$ cat config.mk
export PLATFORM = sky130hd
export DESIGN_NAME = regfile_write_arbiter
export DESIGN_NICKNAME = d
export VERILOG_FILES = /design/src/rtl/regfile_write_arbiter.sv
export SDC_FILE = /design/constraint.sdc
export NUM_CORES = 1
export LEC_CHECK = 0
export BUFFER_PORTS_ARGS = -buffer_cell sky130_fd_sc_hd__buf_2
export CORE_ASPECT_RATIO = 0.5
export CORE_MARGIN = 1.5
export CORE_UTILIZATION = 40
export DETAILED_ROUTE_END_ITERATION = 10
export PLACE_DENSITY = 0.75
export RECOVER_POWER = 50
export SLEW_MARGIN = 0
export SYNTH_ARGS = -nofsm -noshare
export SYNTH_HDL_FRONTEND = slang
export SYNTH_SLANG_ARGS = --single-unit
$ cat constraint.sdc
create_clock -name clk -period 1.4 [get_ports clk]
set_input_delay 0.28 -clock clk [delete_from_list [all_inputs] [get_ports clk]]
set_output_delay 0.28 -clock clk [all_outputs]
set_load 0.005 [all_outputs]
$ cat src/rtl/regfile_write_arbiter.sv
// Two-requester writeback arbiter for the register-file write port, with a
// sequenced bulk-clear sweep issued through the same port.
module regfile_write_arbiter #(
    parameter int unsigned DATA_W    = 16,
    parameter int unsigned ADDR_W    = 5,
    parameter int unsigned NUM_REGS  = 32,
    parameter int unsigned FIXED_PRI = 0
) (
    input  logic              clk,
    input  logic              rst,
    input  logic              req0_valid,
    output logic              req0_ready,
    input  logic [ADDR_W-1:0] req0_rw,
    input  logic [DATA_W-1:0] req0_data,
    input  logic              req1_valid,
    output logic              req1_ready,
    input  logic [ADDR_W-1:0] req1_rw,
    input  logic [DATA_W-1:0] req1_data,
    input  logic              clr_start,
    output logic              clr_busy,
    output logic [ADDR_W-1:0] Rw,
    output logic              WrEn,
    output logic [DATA_W-1:0] busW,
    output logic              grant_id
);

    localparam logic [ADDR_W-1:0] LAST_IDX = ADDR_W'(NUM_REGS - 1);

    typedef enum logic {
        IDLE  = 1'b0,
        CLEAR = 1'b1
    } state_e;

    state_e              state_q, state_d;
    logic [ADDR_W-1:0]   cnt_q, cnt_d;
    logic                last_grant_q, last_grant_d;
    logic                wren_q, wren_d;
    logic [ADDR_W-1:0]   rw_q, rw_d;
    logic [DATA_W-1:0]   busw_q, busw_d;
    logic                grant_q, grant_d;
    logic                pick0;

    // Arbitration, clear sequencing and next-state for the write port.
    always_comb begin
        state_d      = state_q;
        cnt_d        = cnt_q;
        last_grant_d = last_grant_q;
        wren_d       = 1'b0;
        rw_d         = rw_q;
        busw_d       = busw_q;
        grant_d      = grant_q;
        req0_ready   = 1'b0;
        req1_ready   = 1'b0;
        pick0        = 1'b0;

        case (state_q)
            IDLE: begin
                if (clr_start) begin
                    state_d = CLEAR;
                end else begin
                    if (req0_valid && req1_valid) begin
                        pick0 = (FIXED_PRI != 0) || last_grant_q;
                        req0_ready = pick0;
                        req1_ready = !pick0;
                    end else begin
                        req0_ready = req0_valid;
                        req1_ready = req1_valid;
                    end

                    if (req0_ready) begin
                        wren_d       = 1'b1;
                        rw_d         = req0_rw;
                        busw_d       = req0_data;
                        grant_d      = 1'b0;
                        last_grant_d = 1'b0;
                    end else if (req1_ready) begin
                        wren_d       = 1'b1;
                        rw_d         = req1_rw;
                        busw_d       = req1_data;
                        grant_d      = 1'b1;
                        last_grant_d = 1'b1;
                    end
                end
            end
            CLEAR: begin
                wren_d  = 1'b1;
                rw_d    = cnt_q;
                busw_d  = '0;
                grant_d = 1'b0;
                cnt_d   = cnt_q + ADDR_W'(1);
                if (cnt_q == LAST_IDX) begin
                    state_d = IDLE;
                    cnt_d   = '0;
                end
            end
            default: state_d = IDLE;
        endcase
    end

    always_ff @(posedge clk) begin
        if (!rst) begin
            state_q      <= IDLE;
            cnt_q        <= '0;
            last_grant_q <= 1'b1;
            wren_q       <= 1'b0;
            rw_q         <= '0;
            busw_q       <= '0;
            grant_q      <= 1'b0;
        end else begin
            state_q      <= state_d;
            cnt_q        <= cnt_d;
            last_grant_q <= last_grant_d;
            wren_q       <= wren_d;
            rw_q         <= rw_d;
            busw_q       <= busw_d;
            grant_q      <= grant_d;
        end
    end

    assign clr_busy = (state_q == CLEAR);
    assign WrEn     = wren_q;
    assign Rw       = rw_q;
    assign busW     = busw_q;
    assign grant_id = grant_q;

endmodule
# Word level (Yosys, flattened, before mapping)
# Index checks and enable logic that the tools add are counted.
[classes]
n_addsub = 1
n_eq_ne = 3
muxes = 30
bitwise_logic = 2
n_reduce_logical = 5
[op_table]
columns = ["operator", "n"]
rows = [
  ["2-to-1 mux 16 bit", 3],
  ["one-hot mux 16 bit (2 select lines)", 1],
  ["2-to-1 mux 5 bit", 4],
  ["2-to-1 mux 1 bit", 18],
  ["one-hot mux 5 bit (2 select lines)", 1],
  ["one-hot mux 1 bit (2 select lines)", 3],
  ["adder 5 x 1 -> 5 bit (second input constant)", 1],
  ["equality test 5 bit (second input constant)", 1],
  ["inequality test 3 x 1 -> 1 bit (second input constant)", 1],
  ["AND reduction 3 bit", 1],
  ["inequality test 2 bit (second input constant)", 1],
  ["NOT 1 bit", 2],
  ["AND reduction 2 bit", 1],
  ["nonzero test 2 bit", 1],
  ["logical AND 1 bit", 1],
  ["zero test 1 bit", 1],
]
[totals]
ff_bits = 30

# Longest topological paths before layout
[depth]
depth_word = 8
ltp_mapped = 7
depth_no_buf = 7

# Least setup slack after synthesis
# Ideal clock, no wire load.
[synth_path]
path_kind = "flip-flop to flip-flop"
start = "register cnt_q[0]"
end = "register cnt_q[2]"
setup_ns = 0.065
arrival_time_ns = 1.375
required_ns = 1.335
setup_slack_ns = -0.041
stages_incl_launch_ff = 8
n_path_buf = 0
synth_period_minus_slack_ns = 1.441
cell_sequence = "dfxtp_1 -> ha_1 -> and3_1 -> ha_1 -> nand2b_1 -> nor3b_1 -> a21oi_1 -> nor2b_1"
[synth_via]
elab_chain_cells = 2
[synth_lines]
columns = ["item", "line", "rtl"]
rows = [
  ["from (decl)", "35", "logic [ADDR_W-1:0] cnt_q, cnt_d;"],
  ["from (signal assigned)", "111", "cnt_q <= cnt_d;"],
  ["adder 5 x 1 -> 5 bit or equality test 5 bit (tied branches)", "90, 91", ""],
  ["2-to-1 mux 5 bit (*)", "91", "if (cnt_q == LAST_IDX) begin"],
]
# Mark *: on every way between the ends. The rest lies on a longest branch, timed or not.
# A chain may end at the register's enable or synchronous reset.

# Final worst setup path
# Ends and elaborated chain as after synthesis.

==> impl_metrics.csv <==
group,metric,value,unit
timing,hold_slack,0.259,ns
route,post_drt_wl_per_cell,13.6,µm
clocking,clk_pin_slew,0.07,ns
timing,worstMarginPinSlew,0.293,ns
worst_setup_path,r2r_cells,7,
yosys,syn_inst,146,
worst_setup_path,r2r_end,"cnt_q[2]",
placement,dp_hpwl,2.56,mm
floorplan,rows,14,
worst_setup_path,endpoint_kind,"register",
worst_setup_path,cp.required,1.62,ns
yosys,synth_seq_cells,30,
yosys,synth.distinct_cells,32,
clocking,cts.sinks,30,
floorplan,num_io_pins,73,
placement,dp.cells,258,
placement,routabilityCongestion,0.761,
global_routing,grt_usage,19.4,%
pwr,leakagePower,0.940,nW
worst_setup_path,crit_top_cell,"ha_4",
floorplan,start_util,44.3,%
pwr,switchingPower,0.526,mW
global_routing,gr-total-overflow,0,
route,vias_per_cell,5.08,
timing,slew_violations,0,
global_routing,grt.busiest_layer,"met2",
finish,fillCellCount,282,
pwr,total_power,2.36,mW
floorplan,die_height,44.8,µm
route,ant_nets,0,
placement,numPortBuffers,72,
clocking,clockRootBuffer,"clkbuf_8",
floorplan,coreArea,0.00315,mm²
pwr,switching_share,22.3,%
finish,diodes,0,
global_routing,antenna_found_initial,0,
global_routing,met2_usage,37.8,%
yosys,netlist.area_leader.share,43.0,%
finish,drive_gt1_share,43.2,%
timing,fmaxAchievable,722,MHz
worst_setup_path,reg2reg_from,"cnt_q[0]",
pwr,seqPwrFrac,39.6,%
yosys,synth-edff-count,0,
finish,syn_to_final_growth,42.8,%
clocking,tritoncts,"built",
pwr,combPwrFrac,14.2,%
worst_setup_path,cp_top_family,"simple AND/OR/NAND/NOR gates",
timing,min_period,1.39,ns
global_routing,grtUsageMet1,21.1,%
timing,slew_headroom,80.4,%
placement,placed_area,0.00182,mm²
timing,rsz0062_at_grt,"true",
worst_setup_path,critPathSlowestCell,"dfxtp_2",
finish,finalNetCount,275,
worst_hold_path,hold_class,"in -> reg",
timing,min_period_over_period,99.0,%
yosys,ys.flop_type,"dfxtp_1",
worst_setup_path,worstPathArrival,1.60,ns
worst_hold_path,hold_depth,3,
yosys,synth_area_per_cell,9.56,µm²
yosys,synth.most_common_cell,"dfxtp_1",
yosys,synth_warnings,0,
route,wirelength,3.63,mm
yosys,yosysSeqAreaShare,43.0,%
job,maxCapViolations,0,
worst_hold_path,min_from,"req0_data[15]",
worst_setup_path,path_cells,"ha_4 > and3_4 > ha_4 > nand2b_4 > nor3b_2 > a21oi_1 > nor2b_1",
worst_setup_path,r2r_setup_slack,0.01,ns
worst_setup_path,crit_type,"reg -> reg",
pwr,clock_power_share,46.3,%
timing,tns,0,ns
status,outcome,"finished clean",
route,drt-initial-drc-count,35,
timing,setup_slack,0.0145,ns
clocking,numCtsBuffers,5,
finish,seq_area,606,µm²
global_routing,met3_usage,5.30,%
floorplan,die-area,0.00388,mm²
yosys,synth_top_area_cell,"dfxtp_1",
worst_setup_path,cp_max_fo,4,
global_routing,grt_pass1_vias,1315,
worst_setup_path,worst-path-buf-inv,0,
route,vias,1357,
worst_setup_path,max_stage_delay,0.33,ns
pwr,power_density,1180,mW/mm²
finish,final_cell_area,0.00199,mm²
timing,hold_viol_final,0,
pwr,p_int,1.83,mW
yosys,syn_area,0.00140,mm²
yosys,syn-num-nets,195,
yosys,synthArstFlopShare,0,%
global_routing,grt_max_degree,18,
timing,fin_skew,0.00871,ns
global_routing,grt_pass1_wl,5.73,mm
pwr,ir_worst_vdd,494,µV
route,drtPass1Iterations,4,
route,drcViolationCount,0,
finish,stdcell_count,267,
yosys,synth_commonest_cells,"dfxtp_1 (30), mux2i_1 (22), nand2_1 (21)",
clocking,htree_levels,2,
floorplan,dieWidth,86.6,µm
clocking,clock_latency,0.28,ns
clocking,cts_max_path_buffers,2,
finish,final_util,63.3,%
yosys,synth_area_leaders,"dfxtp_1 (43%), mux2i_1 (16%), o21ai_1 (6.8%), nand2_1 (5.6%), nor2b_1 (2.2%)",
finish,multiInputGateArea,762,µm²
timing,finalSetupViolCount,0,
worst_hold_path,min_to,"busW[15]",
worst_setup_path,startpoint_type,"register",
placement,place_ws,-0.0301,ns
==> sequential cells by signal, summed over array words and instances, names as in the netlist <==
signal,count
last_grant_q,1
Rw,5
grant_id,1
clr_busy,1
busW,16
WrEn,1
cnt_q,5
==> per-layer routing <==
metal	wire (µm)	vias to the layer above
met5	0	-
met4	30	0
met3	142	4
met2	1950	29
met1	1500	644
li1	-	680
==> worst max path at each step <==
| stage | start | endpoint | slack (ns) | cells after the start |
|---|---|---|---|---|
| after CTS | cnt_q[0] | cnt_q[2] | 0.01 | 7 |
| after global routing | cnt_q[1] | cnt_q[2] | -0.06 | 7 |
| after detailed placement | cnt_q[0] | cnt_q[2] | -0.03 | 7 |
| after floorplan | cnt_q[0] | cnt_q[3] | 0.009 | 6 |
| final | cnt_q[0] | cnt_q[2] | 0.01 | 7 |
| after global placement | cnt_q[0] | cnt_q[3] | 0.01 | 6 |
==> placed cells by master, fill, tap and decap left out <==
cell type and n:
a21boi_0 2, a21oi_1 3, a31o_2 3, a31oi_1 1
a32o_1 1, a32oi_1 2, and2_1 3, and2_4 1
and3_1 2, and3_4 1, buf_12 1, buf_2 61
buf_4 7, bufinv_16 2, clkbuf_1 11, clkbuf_2 1
clkbuf_8 6, dfxtp_1 26, dfxtp_2 4, ha_4 2
inv_2 1, inv_4 1, mux2i_1 22, nand2_1 21
nand2b_4 1, nor2_1 2, nor2b_1 5, nor3_1 3
nor3b_2 2, o211ai_1 1, o21ai_0 4, o21ai_1 19
o21ai_2 1, o21ai_4 1, o21bai_2 1, o221a_2 1
or3b_1 1
==> power groups by stage <==
stage | sequential [mW] | combinational [mW] | clock [mW]
floorplan | 0.953 | 0.181 | 0
global placement | 0.947 | 0.326 | 0
detailed placement | 0.948 | 0.334 | 0
CTS | 0.929 | 0.339 | 1.11
global route | 0.940 | 0.367 | 1.13
finish | 0.934 | 0.334 | 1.09
==> cells by family (layout without fill, tap and decap cells) <==
group                      after synthesis  count (layout)  synth area share [%]
adders and majority gates                2               2                  1.79
and+or+nand+nor                         42              42                  15.0
buffers and inverters                   10              91                  5.82
DFF                                     30              30                  43.0
AOI/OAI and AO/OA                       40              40                  18.6
muxes                                   22              22                  15.8
==> repair_timing <==
item,4_1_cts,5_1_grt
setup endpoints to repair,3,3
pin swaps,0,1
resized for setup,4,7
hold buffers,0,0
buffers inserted,0,1
==> tightest hold or removal path, cell delays in order <==
cell	delay (ns)
buf_2	0.07
mux2i_1	0.05
o21ai_1	0.10
==> area by class of cell <==
cell class | instances | share of cell area, %
multi-input cells | 106 | 38.2
flip-flops and latches | 30 | 30.4
repair buffers | 81 | 21.3
clock buffers | 6 | 4.14
clock inverters | 2 | 3.01
well taps | 40 | 2.51
inverters | 2 | 0.502
No activity file was read; power rests on OpenSTA's default activity.
